**config.mk**
```make
export PLATFORM = sky130hd
export DESIGN_NAME = instr_encoder
export DESIGN_NICKNAME = d
export VERILOG_FILES = /design/src/rtl/rv32i_types.sv /design/src/rtl/instr_encoder_fifo.sv /design/src/rtl/instr_encoder.sv
export SDC_FILE = /design/constraint.sdc
export NUM_CORES = 1
export LEC_CHECK = 0
export ABC_AREA = 1
export BUFFER_PORTS_ARGS = -buffer_cell sky130_fd_sc_hd__buf_2
export CORE_UTILIZATION = 55
export CTS_CLUSTER_DIAMETER = 150
export DETAILED_ROUTE_END_ITERATION = 8
export PLACE_DENSITY = 0.81
export SYNTH_ARGS = -nofsm -noshare
export SYNTH_HDL_FRONTEND = slang
export SYNTH_SLANG_ARGS = --single-unit
```
**constraint.sdc**
```tcl
create_clock -name clk -period 4.21 [get_ports clk]
set_input_delay 0.842 -clock clk [delete_from_list [all_inputs] [get_ports clk]]
set_output_delay 0.842 -clock clk [all_outputs]
set_load 0.05 [all_outputs]
```
**src/rtl/rv32i_types.sv**
```systemverilog
// Shared RV32I opcode/format types and the queued encode result.
package rv32i_types;

    typedef enum logic [6:0] {
        op_lui    = 7'b0110111,
        op_auipc  = 7'b0010111,
        op_jal    = 7'b1101111,
        op_jalr   = 7'b1100111,
        op_br     = 7'b1100011,
        op_load   = 7'b0000011,
        op_store  = 7'b0100011,
        op_imm    = 7'b0010011,
        op_reg    = 7'b0110011,
        op_csr    = 7'b1110011
    } rv32i_opcode;

    typedef enum logic [2:0] {
        fmt_r, fmt_i, fmt_s, fmt_b, fmt_u, fmt_j, fmt_bad
    } rv32i_format;

    typedef struct packed {
        logic [31:0] word;
        logic        err;
    } enc_entry_t;

    function automatic rv32i_format format_of(input logic [6:0] op);
        rv32i_format f;
        case (op)
            op_lui, op_auipc:                   f = fmt_u;
            op_jal:                             f = fmt_j;
            op_jalr, op_load, op_imm, op_csr:   f = fmt_i;
            op_br:                              f = fmt_b;
            op_store:                           f = fmt_s;
            op_reg:                             f = fmt_r;
            default:                            f = fmt_bad;
        endcase
        return f;
    endfunction

endpackage

```
**src/rtl/instr_encoder_fifo.sv**
```systemverilog
// Two-entry ring buffer of encode results; head is presented from registers.
module instr_fifo
    import rv32i_types::*;
#(
    parameter int DEPTH = 2
) (
    input  logic       clk,
    input  logic       rst,
    input  logic       in_valid,
    output logic       in_ready,
    input  enc_entry_t in_data,
    output logic       out_valid,
    input  logic       out_ready,
    output enc_entry_t out_data
);

    localparam logic [1:0] FULL = 2'(DEPTH);

    enc_entry_t mem_q [2];
    enc_entry_t mem_d [2];
    logic       wr_ptr_q, wr_ptr_d;
    logic       rd_ptr_q, rd_ptr_d;
    logic [1:0] count_q, count_d;
    logic       push, pop;

    // Ready drops while reset is held so nothing is accepted into a flushing queue.
    assign in_ready  = (count_q < FULL) && !rst;
    assign out_valid = (count_q != 2'd0);
    assign out_data  = mem_q[rd_ptr_q];
    assign push      = in_valid && in_ready;
    assign pop       = out_valid && out_ready;

    always_comb begin
        mem_d = mem_q;
        if (push) begin
            mem_d[wr_ptr_q] = in_data;
        end
        wr_ptr_d = wr_ptr_q ^ push;
        rd_ptr_d = rd_ptr_q ^ pop;
        count_d  = count_q + {1'b0, push} - {1'b0, pop};
    end

    generate
        for (genvar gi = 0; gi < 2; gi++) begin : g_mem
            always_ff @(posedge clk or posedge rst) begin
                if (rst) begin
                    mem_q[gi] <= '0;
                end else begin
                    mem_q[gi] <= mem_d[gi];
                end
            end
        end
    endgenerate

    always_ff @(posedge clk or posedge rst) begin
        if (rst) begin
            wr_ptr_q <= 1'b0;
            rd_ptr_q <= 1'b0;
            count_q  <= 2'd0;
        end else begin
            wr_ptr_q <= wr_ptr_d;
            rd_ptr_q <= rd_ptr_d;
            count_q  <= count_d;
        end
    end

endmodule

```
**src/rtl/instr_encoder.sv**
```systemverilog
// Builds RV32I instruction words from fields, flags unencodable immediates,
// queues results and keeps saturating encode/error counters.
module instr_encoder
    import rv32i_types::*;
#(
    parameter int DEPTH = 2,
    parameter int CNT_W = 16
) (
    input  logic             clk,
    input  logic             rst,
    input  logic             in_valid,
    output logic             in_ready,
    input  rv32i_opcode      opcode,
    input  logic [4:0]       rd,
    input  logic [4:0]       rs1,
    input  logic [4:0]       rs2,
    input  logic [2:0]       funct3,
    input  logic [6:0]       funct7,
    input  logic [31:0]      imm,
    output logic             out_valid,
    input  logic             out_ready,
    output logic [31:0]      out_word,
    output logic             out_err,
    output logic [CNT_W-1:0] enc_count,
    output logic [CNT_W-1:0] err_count
);

    logic [6:0]       op_bits;
    rv32i_format      fmt;
    logic             fit_12, fit_13, fit_21;
    enc_entry_t       enc, head;
    logic             accept;
    logic [CNT_W-1:0] enc_count_q, enc_count_d;
    logic [CNT_W-1:0] err_count_q, err_count_d;

    assign op_bits = opcode;
    assign fmt     = format_of(op_bits);
    // Sign-extension checks: upper bits must all match the sign bit of the field.
    assign fit_12  = (&imm[31:11]) || !(|imm[31:11]);
    assign fit_13  = (&imm[31:12]) || !(|imm[31:12]);
    assign fit_21  = (&imm[31:20]) || !(|imm[31:20]);

    always_comb begin
        enc.word = 32'h0;
        enc.err  = 1'b0;
        case (fmt)
            fmt_r: enc.word = {funct7, rs2, rs1, funct3, rd, op_bits};
            fmt_i: begin
                if (op_bits == op_imm && funct3[1:0] == 2'b01) begin
                    enc.word = {funct7, imm[4:0], rs1, funct3, rd, op_bits};
                    enc.err  = |imm[31:5];
                end else begin
                    enc.word = {imm[11:0], rs1, funct3, rd, op_bits};
                    enc.err  = !fit_12;
                end
            end
            fmt_s: begin
                enc.word = {imm[11:5], rs2, rs1, funct3, imm[4:0], op_bits};
                enc.err  = !fit_12;
            end
            fmt_b: begin
                enc.word = {imm[12], imm[10:5], rs2, rs1, funct3, imm[4:1], imm[11], op_bits};
                enc.err  = imm[0] || !fit_13;
            end
            fmt_u: begin
                enc.word = {imm[31:12], rd, op_bits};
                enc.err  = |imm[11:0];
            end
            fmt_j: begin
                enc.word = {imm[20], imm[10:1], imm[11], imm[19:12], rd, op_bits};
                enc.err  = imm[0] || !fit_21;
            end
            default: begin
                enc.word = 32'h0;
                enc.err  = 1'b1;
            end
        endcase
    end

    instr_fifo #(
        .DEPTH(DEPTH)
    ) u_fifo (
        .clk       (clk),
        .rst       (rst),
        .in_valid  (in_valid),
        .in_ready  (in_ready),
        .in_data   (enc),
        .out_valid (out_valid),
        .out_ready (out_ready),
        .out_data  (head)
    );

    assign out_word = head.word;
    assign out_err  = head.err;
    assign accept   = in_valid && in_ready;

    always_comb begin
        enc_count_d = enc_count_q;
        err_count_d = err_count_q;
        if (accept && !(&enc_count_q)) begin
            enc_count_d = enc_count_q + 1'b1;
        end
        if (accept && enc.err && !(&err_count_q)) begin
            err_count_d = err_count_q + 1'b1;
        end
    end

    always_ff @(posedge clk or posedge rst) begin
        if (rst) begin
            enc_count_q <= '0;
            err_count_q <= '0;
        end else begin
            enc_count_q <= enc_count_d;
            err_count_q <= err_count_d;
        end
    end

    assign enc_count = enc_count_q;
    assign err_count = err_count_q;

endmodule

```
## Word-level counts from Yosys, hierarchy flattened

Index checks and enable logic that the tools add are counted.

- Reductions and logical operators: 36
- $lt $le $gt $ge: 4
- Bitwise logic cells: 4
- $add $sub $neg: 4
- Eq/ne operators: 16
- Muxes and demuxes: 10

Operators with widths:

| cell | count |
|---|---|
| case mux 32 bit (6 select lines) | 1 |
| two-way mux 33 bit | 5 |
| bitwise mux 66 bit | 1 |
| demux 33 bit (select 1 bit) | 1 |
| adder 16 x 1 -> 16 bit (second input constant) | 2 |
| AND reduction 16 bit | 2 |
| equality test 7 bit (second input constant) | 4 |
| OR reduction 27 bit | 1 |
| OR reduction 12 bit | 2 |
| equality test 7 x 6 -> 1 bit (second input constant) | 3 |
| AND reduction 21 bit | 1 |
| OR reduction 21 bit | 1 |
| AND reduction 20 bit | 1 |
| OR reduction 20 bit | 1 |
| case mux 3 bit (6 select lines) | 1 |
| equality test 7 x 5 -> 1 bit (second input constant) | 2 |
| AND reduction 12 bit | 1 |
| logical NOT 1 bit | 9 |
| logical AND 1 bit | 8 |
| equality test 7 x 2 -> 1 bit (second input constant) | 1 |
| equality test 3 x 2 -> 1 bit (second input constant) | 2 |
| equality test 3 bit (second input constant) | 2 |
| case mux 1 bit (6 select lines) | 1 |
| logical OR 1 bit | 5 |
| 13 further kinds | 16 |

- Word-level logic and storage cells: 83
- Register bits: 102
- Output and inout port bits: 67
- Input bits: 68

## Longest topological paths before layout

- Word-level depth: 8
- Depth in mapped cells: 14
- Mapped depth without buffers: 13

## Cells and area by module

From an unflattened synthesis, not the netlist that was laid out.

- Cell total of the unflattened synthesis: 840
- Area, all modules: 6057.1 um^2

Modules (own cells, without submodules):

| module | seq. area each (um^2) | cells an instance | times used | area each (um^2) |
|---|---|---|---|---|
| instr_fifo | 1751.7 | 381 | 1 | 3164.3 |
| instr_encoder | 800.8 | 459 | 1 | 2892.8 |

## Worst setup path before layout

No wires, ideal clock.

- Path kind: input-to-reg
- From: in rst
- To: reg enc_count_q[15] (netlist: enc_count[15])
- Required time: 4128 ps
- Library setup time: 82 ps
- Buffers on the path: 0
- Slack: 1487 ps
- Arrival: 2642 ps
- Cell stages on the path: 8
- Cell sequence: nor2_1 nand2_1 inv_1 nand2_1 nor3_2 nand2_1 nor3_1 xor2_1

- Word-level cells in the longest chain between the ends: 4

Ends and longest elaborated chain:

| element | line | RTL |
|---|---|---|
| from (decl) | instr_encoder.sv:10 | `input logic rst,` |
| logical NOT 1 bit | instr_encoder_fifo.sv:27 | `assign in_ready = (count_q < FULL) && !rst;` |
| logical AND 1 bit | instr_encoder_fifo.sv:27 |  |
| logical AND 1 bit | instr_encoder.sv:95 | `assign accept = in_valid && in_ready;` |
| logical AND 1 bit | instr_encoder.sv:100 | `if (accept && !(&enc_count_q)) begin` |
| to (signal assigned) | instr_encoder.sv:113 | `enc_count_q <= enc_count_d;` |
| to (decl) | instr_encoder.sv:33 | `logic [CNT_W-1:0] enc_count_q, enc_count_d;` |

No other way between the ends.
A chain may end at the register's enable or synchronous reset.

## Final worst setup path

- From: reg u_fifo.rd_ptr_q
- To: out out_word[6]

- Word-level cells in the longest chain between the ends: 4

Ends and longest elaborated chain:

| element | line | RTL |
|---|---|---|
| from (decl) | instr_encoder_fifo.sv:22 | `logic rd_ptr_q, rd_ptr_d;` |
| from (signal assigned) | instr_encoder_fifo.sv:62 | `rd_ptr_q <= rd_ptr_d;` |
| NOT 1 -> 2 bit (not written as such) | instr_encoder_fifo.sv:29 | `assign out_data = mem_q[rd_ptr_q];` |
| two-way mux 33 bit (not written as such) (3 in a row) | instr_encoder_fifo.sv:29 |  |
| to (decl) | instr_encoder.sv:22 | `output logic [31:0] out_word,` |

No other way between the ends. The select of a mux whose other input is x is not followed.

==> flow_summary.yaml <==
status:
  status: "complete, no violations"
routing:
  drcViolationCount: 0
  vias: 5550
  drt_iter0_markers: 255
  ant_nets: 0
  wire_per_inst_um: 13.9
  drtPass1Iterations: 6
  vias_per_cell: 5.24
  postRouteWirelength_um: 14800
logic_synthesis:
  synth.distinct_cells: 41
  ys_ff_latch: 102
  synth_top_family_by_area: "simple AND/OR/NAND/NOR gates"
  yosys.area_share.simple: 0.326
  synth_fa_ha_area_frac: 0.0128
  synth_seq_area_share: 0.434
  synthXorXnorAreaFrac: 0.0387
  synthesis.area_mm2: 0.00588
  synth_compound_area_frac: 0.102
  yosys-mux-area-fraction: 0
  yosys_warnings: 0
  syn-num-nets: 872
  synth.avg_cell_area_um2: 7.37
  synthCells: 798
sta:
  clock.fmax_ghz: 0.333
  setup_violations: 0
  min_period_ns: 3.01
  whs_ns: 0.489
  slew_headroom: 0.372
  final.setup.tns_ns: 0
  grt_setup_unrepaired: "false"
  min_period_over_period: 0.714
  finalMaxSlewViolations: 0
  hold_viol: 0
  fin_skew_ns: 0.0215
  worstMarginPinSlew_ns: 0.942
setup_path:
  worstPathRequired_ns: 3.37
  critical-path-slowest-cell: "dfrtp_1"
  crit_chain: "clkinv_1 -> nand2_1 -> nand2_1 -> buf_2"
  cp_max_fo: 20
  cp_num_buf_inv: 2
  path_delay_family: "flip-flops"
  critPathMaxStageDelay_ns: 0.77
  crit_type: "reg2out"
  worstSetupEndpointType: "output pin"
  cp_common_cell: "nand2_1"
  arrival_ns: 2.16
  crit_path_start_kind: "flop"
floorplanning:
  io_pins: 135
  row_count: 37
  die_w_um: 105
  coreArea_mm2: 0.0103
  start_util: 0.570
  die-area_mm2: 0.0111
  fp.dieH_um: 105
grt:
  grt_pass1_vias: 5156
  grt.total_usage: 0.282
  grt_pass1_wl_um: 24600
  grt_overflow_total: 0
  grt_max_degree: 73
  antenna_found_initial: 0
power_and_ir_drop:
  p_sw_mw: 1.66
  p_leak_nw: 3.64
  seq_power_share: 0.395
  cellPowerDensity_mw_per_mm2: 510
  switching_share: 0.478
  p_int_mw: 1.82
  p_clk_frac: 0.178
  power_frac_comb: 0.427
  ir_worst_vdd_v: 0.000336
clock_tree:
  htreeDepth: 3
  ctsHoldBuffers: 0
  cts_tree: "yes"
  numCtsBuffers: 9
  clock_tree.root_cell: "clkbuf_8"
  cts_num_sinks: 102
  clock_latency_ns: 0.38
  cts-resized-gates: 0
  path_clk_slew_ns: 0.11
  clock_path_buffers: 2
  cts_setup_buffers: 0
cells_and_area:
  drive_gt1_frac: 0.218
  nets: 993
  areaGrowthSynthToFinish_pct: 15.9
  insertedDiodeCount: 0
place:
  dp_hpwl_um: 11100
  routabilityCongestion: 0.950
  portBuffers: 134
hold_path:
  hold_path.class: "reg2reg"
run:
  cap_violations: 0
## layout by cell type, fill, tap and decap left out, types with 2 or more instances in the layout
cell type and n:
a21oi_1 7, xor2_1 16, inv_6 2, o211ai_1 13
nor2_4 5, dfrtp_1 102, nand3_4 2, nor3_2 3
ha_1 6, nor2_1 49, clkbuf_8 10, xnor2_1 10
o21ai_0 76, nand2_2 17, o21ai_1 2, nor4_1 4
buf_2 134, inv_2 7, nand2_1 275, nor2_2 3
o22ai_1 2, buf_4 5, nand4_1 13, nand3_1 44
a31oi_1 5, inv_1 87, nor3_1 7
## kinds of logic (layout without fill, tap and decap cells)
kind of cell / Yosys count / after routing
AOI/OAI and AO/OA: 108 / 108
buffers and inverters: 126 / 252
xor gates and xnor gates: 26 / 26
and+or+nand+nor: 430 / 430
DFF: 102 / 102
adders and majority gates: 6 / 6
## power groups by stage
stage                     logic (mW)  registers, mW  clock network [mW]
final                           1.49           1.37               0.620
after global placement          1.46           1.38                   0
after CTS                       1.50           1.37               0.628
after floorplan                 1.00           1.51                   0
after global routing            1.61           1.41               0.675
after detailed placement        1.49           1.39                   0
## registers in the layout, indices dropped and copies added, names as in the netlist
signal / count
enc_count: 16
err_count: 16
u_fifo.count_q: 2
u_fifo.mem_q: 66
u_fifo.rd_ptr_q: 1
u_fifo.wr_ptr_q: 1
## worst register-to-register path: cells and delay by family, from the launching register on
family	cells	cell delay [ns]
buffers and inverters	1	0.21
flip-flops	1	0.45
adder cells (fa/ha/maj)	1	0.21
AND/OR/NAND/NOR	9	1.30
## path summary, 6_finish.rpt
path	end	depth (start not counted)	from	slack, ns
hold / removal	u_fifo.mem_q[4]$_DFFE_PP0P_	2	u_fifo.mem_q[4]$_DFFE_PP0P_	0.49
setup / recovery	out_word[6]	4	u_fifo.rd_ptr_q$_DFF_PP0_	1.20
min in group asynchronous	enc_count[12]$_DFFE_PP0P_	2	rst	0.61
setup reg to reg	err_count[12]$_DFFE_PP0P_	11	err_count[0]$_DFFE_PP0P_	1.98
hold reg to reg	u_fifo.mem_q[4]$_DFFE_PP0P_	2	u_fifo.mem_q[4]$_DFFE_PP0P_	0.49
max in group asynchronous	u_fifo.mem_q[30]$_DFFE_PP0P_	3	rst	2.81
## synthesized netlist by cell type (all sizes together)
library cell,n,area (µm²)
nand2,294,1170
dfrtp,102,2550
inv,95,357
o21ai,78,390
nor2,58,279
nand3,47,265
clkbuf,16,60.1
xor2,16,140
nand4,14,93.8
buf,13,83.8
o211ai,13,97.6
nor3,10,65.1
xnor2,10,87.6
a21oi,8,51.3
ha,6,75.1
a31oi,5,31.3
nor4,4,25.0
clkinv,2,8.75
o22ai,2,12.5
a211oi,1,7.51
a22oi,1,7.51
and2,1,6.26
nor3b,1,7.51
or2,1,6.26
## stage by stage
step            util  setup slack [ns]  cells  power (mW)  cell area, µm²
5_1_grt        0.660              1.06   1060        3.70            6820
2_1_floorplan      -             0.693    798        2.52            5880
6_report       0.660              1.20   1060        3.48            6820
4_1_cts        0.660              1.16   1060        3.50            6820
3_5_place_dp   0.641              1.34   1044        2.89            6620
3_3_place_gp   0.641              1.36   1044        2.85            6620
## layer usage
metal | vias to the layer above | track usage | share of wire
met5 | - | 0 | 0
met4 | 0 | 0.110 | 0.029
met3 | 29 | 0.0421 | 0.059
met2 | 200 | 0.441 | 0.45
met1 | 2562 | 0.395 | 0.46
li1 | 2759 | - | -
## layout make-up
cell class	instances	area (µm²)
flip-flops and latches	102	2550
fillers	941	3510
clock buffers	10	138
clock inverters	6	61.3
well taps	136	170
inverters	97	368
multi-input cells	570	2820
repair buffers	139	708
No activity file was read; power rests on OpenSTA's default activity.
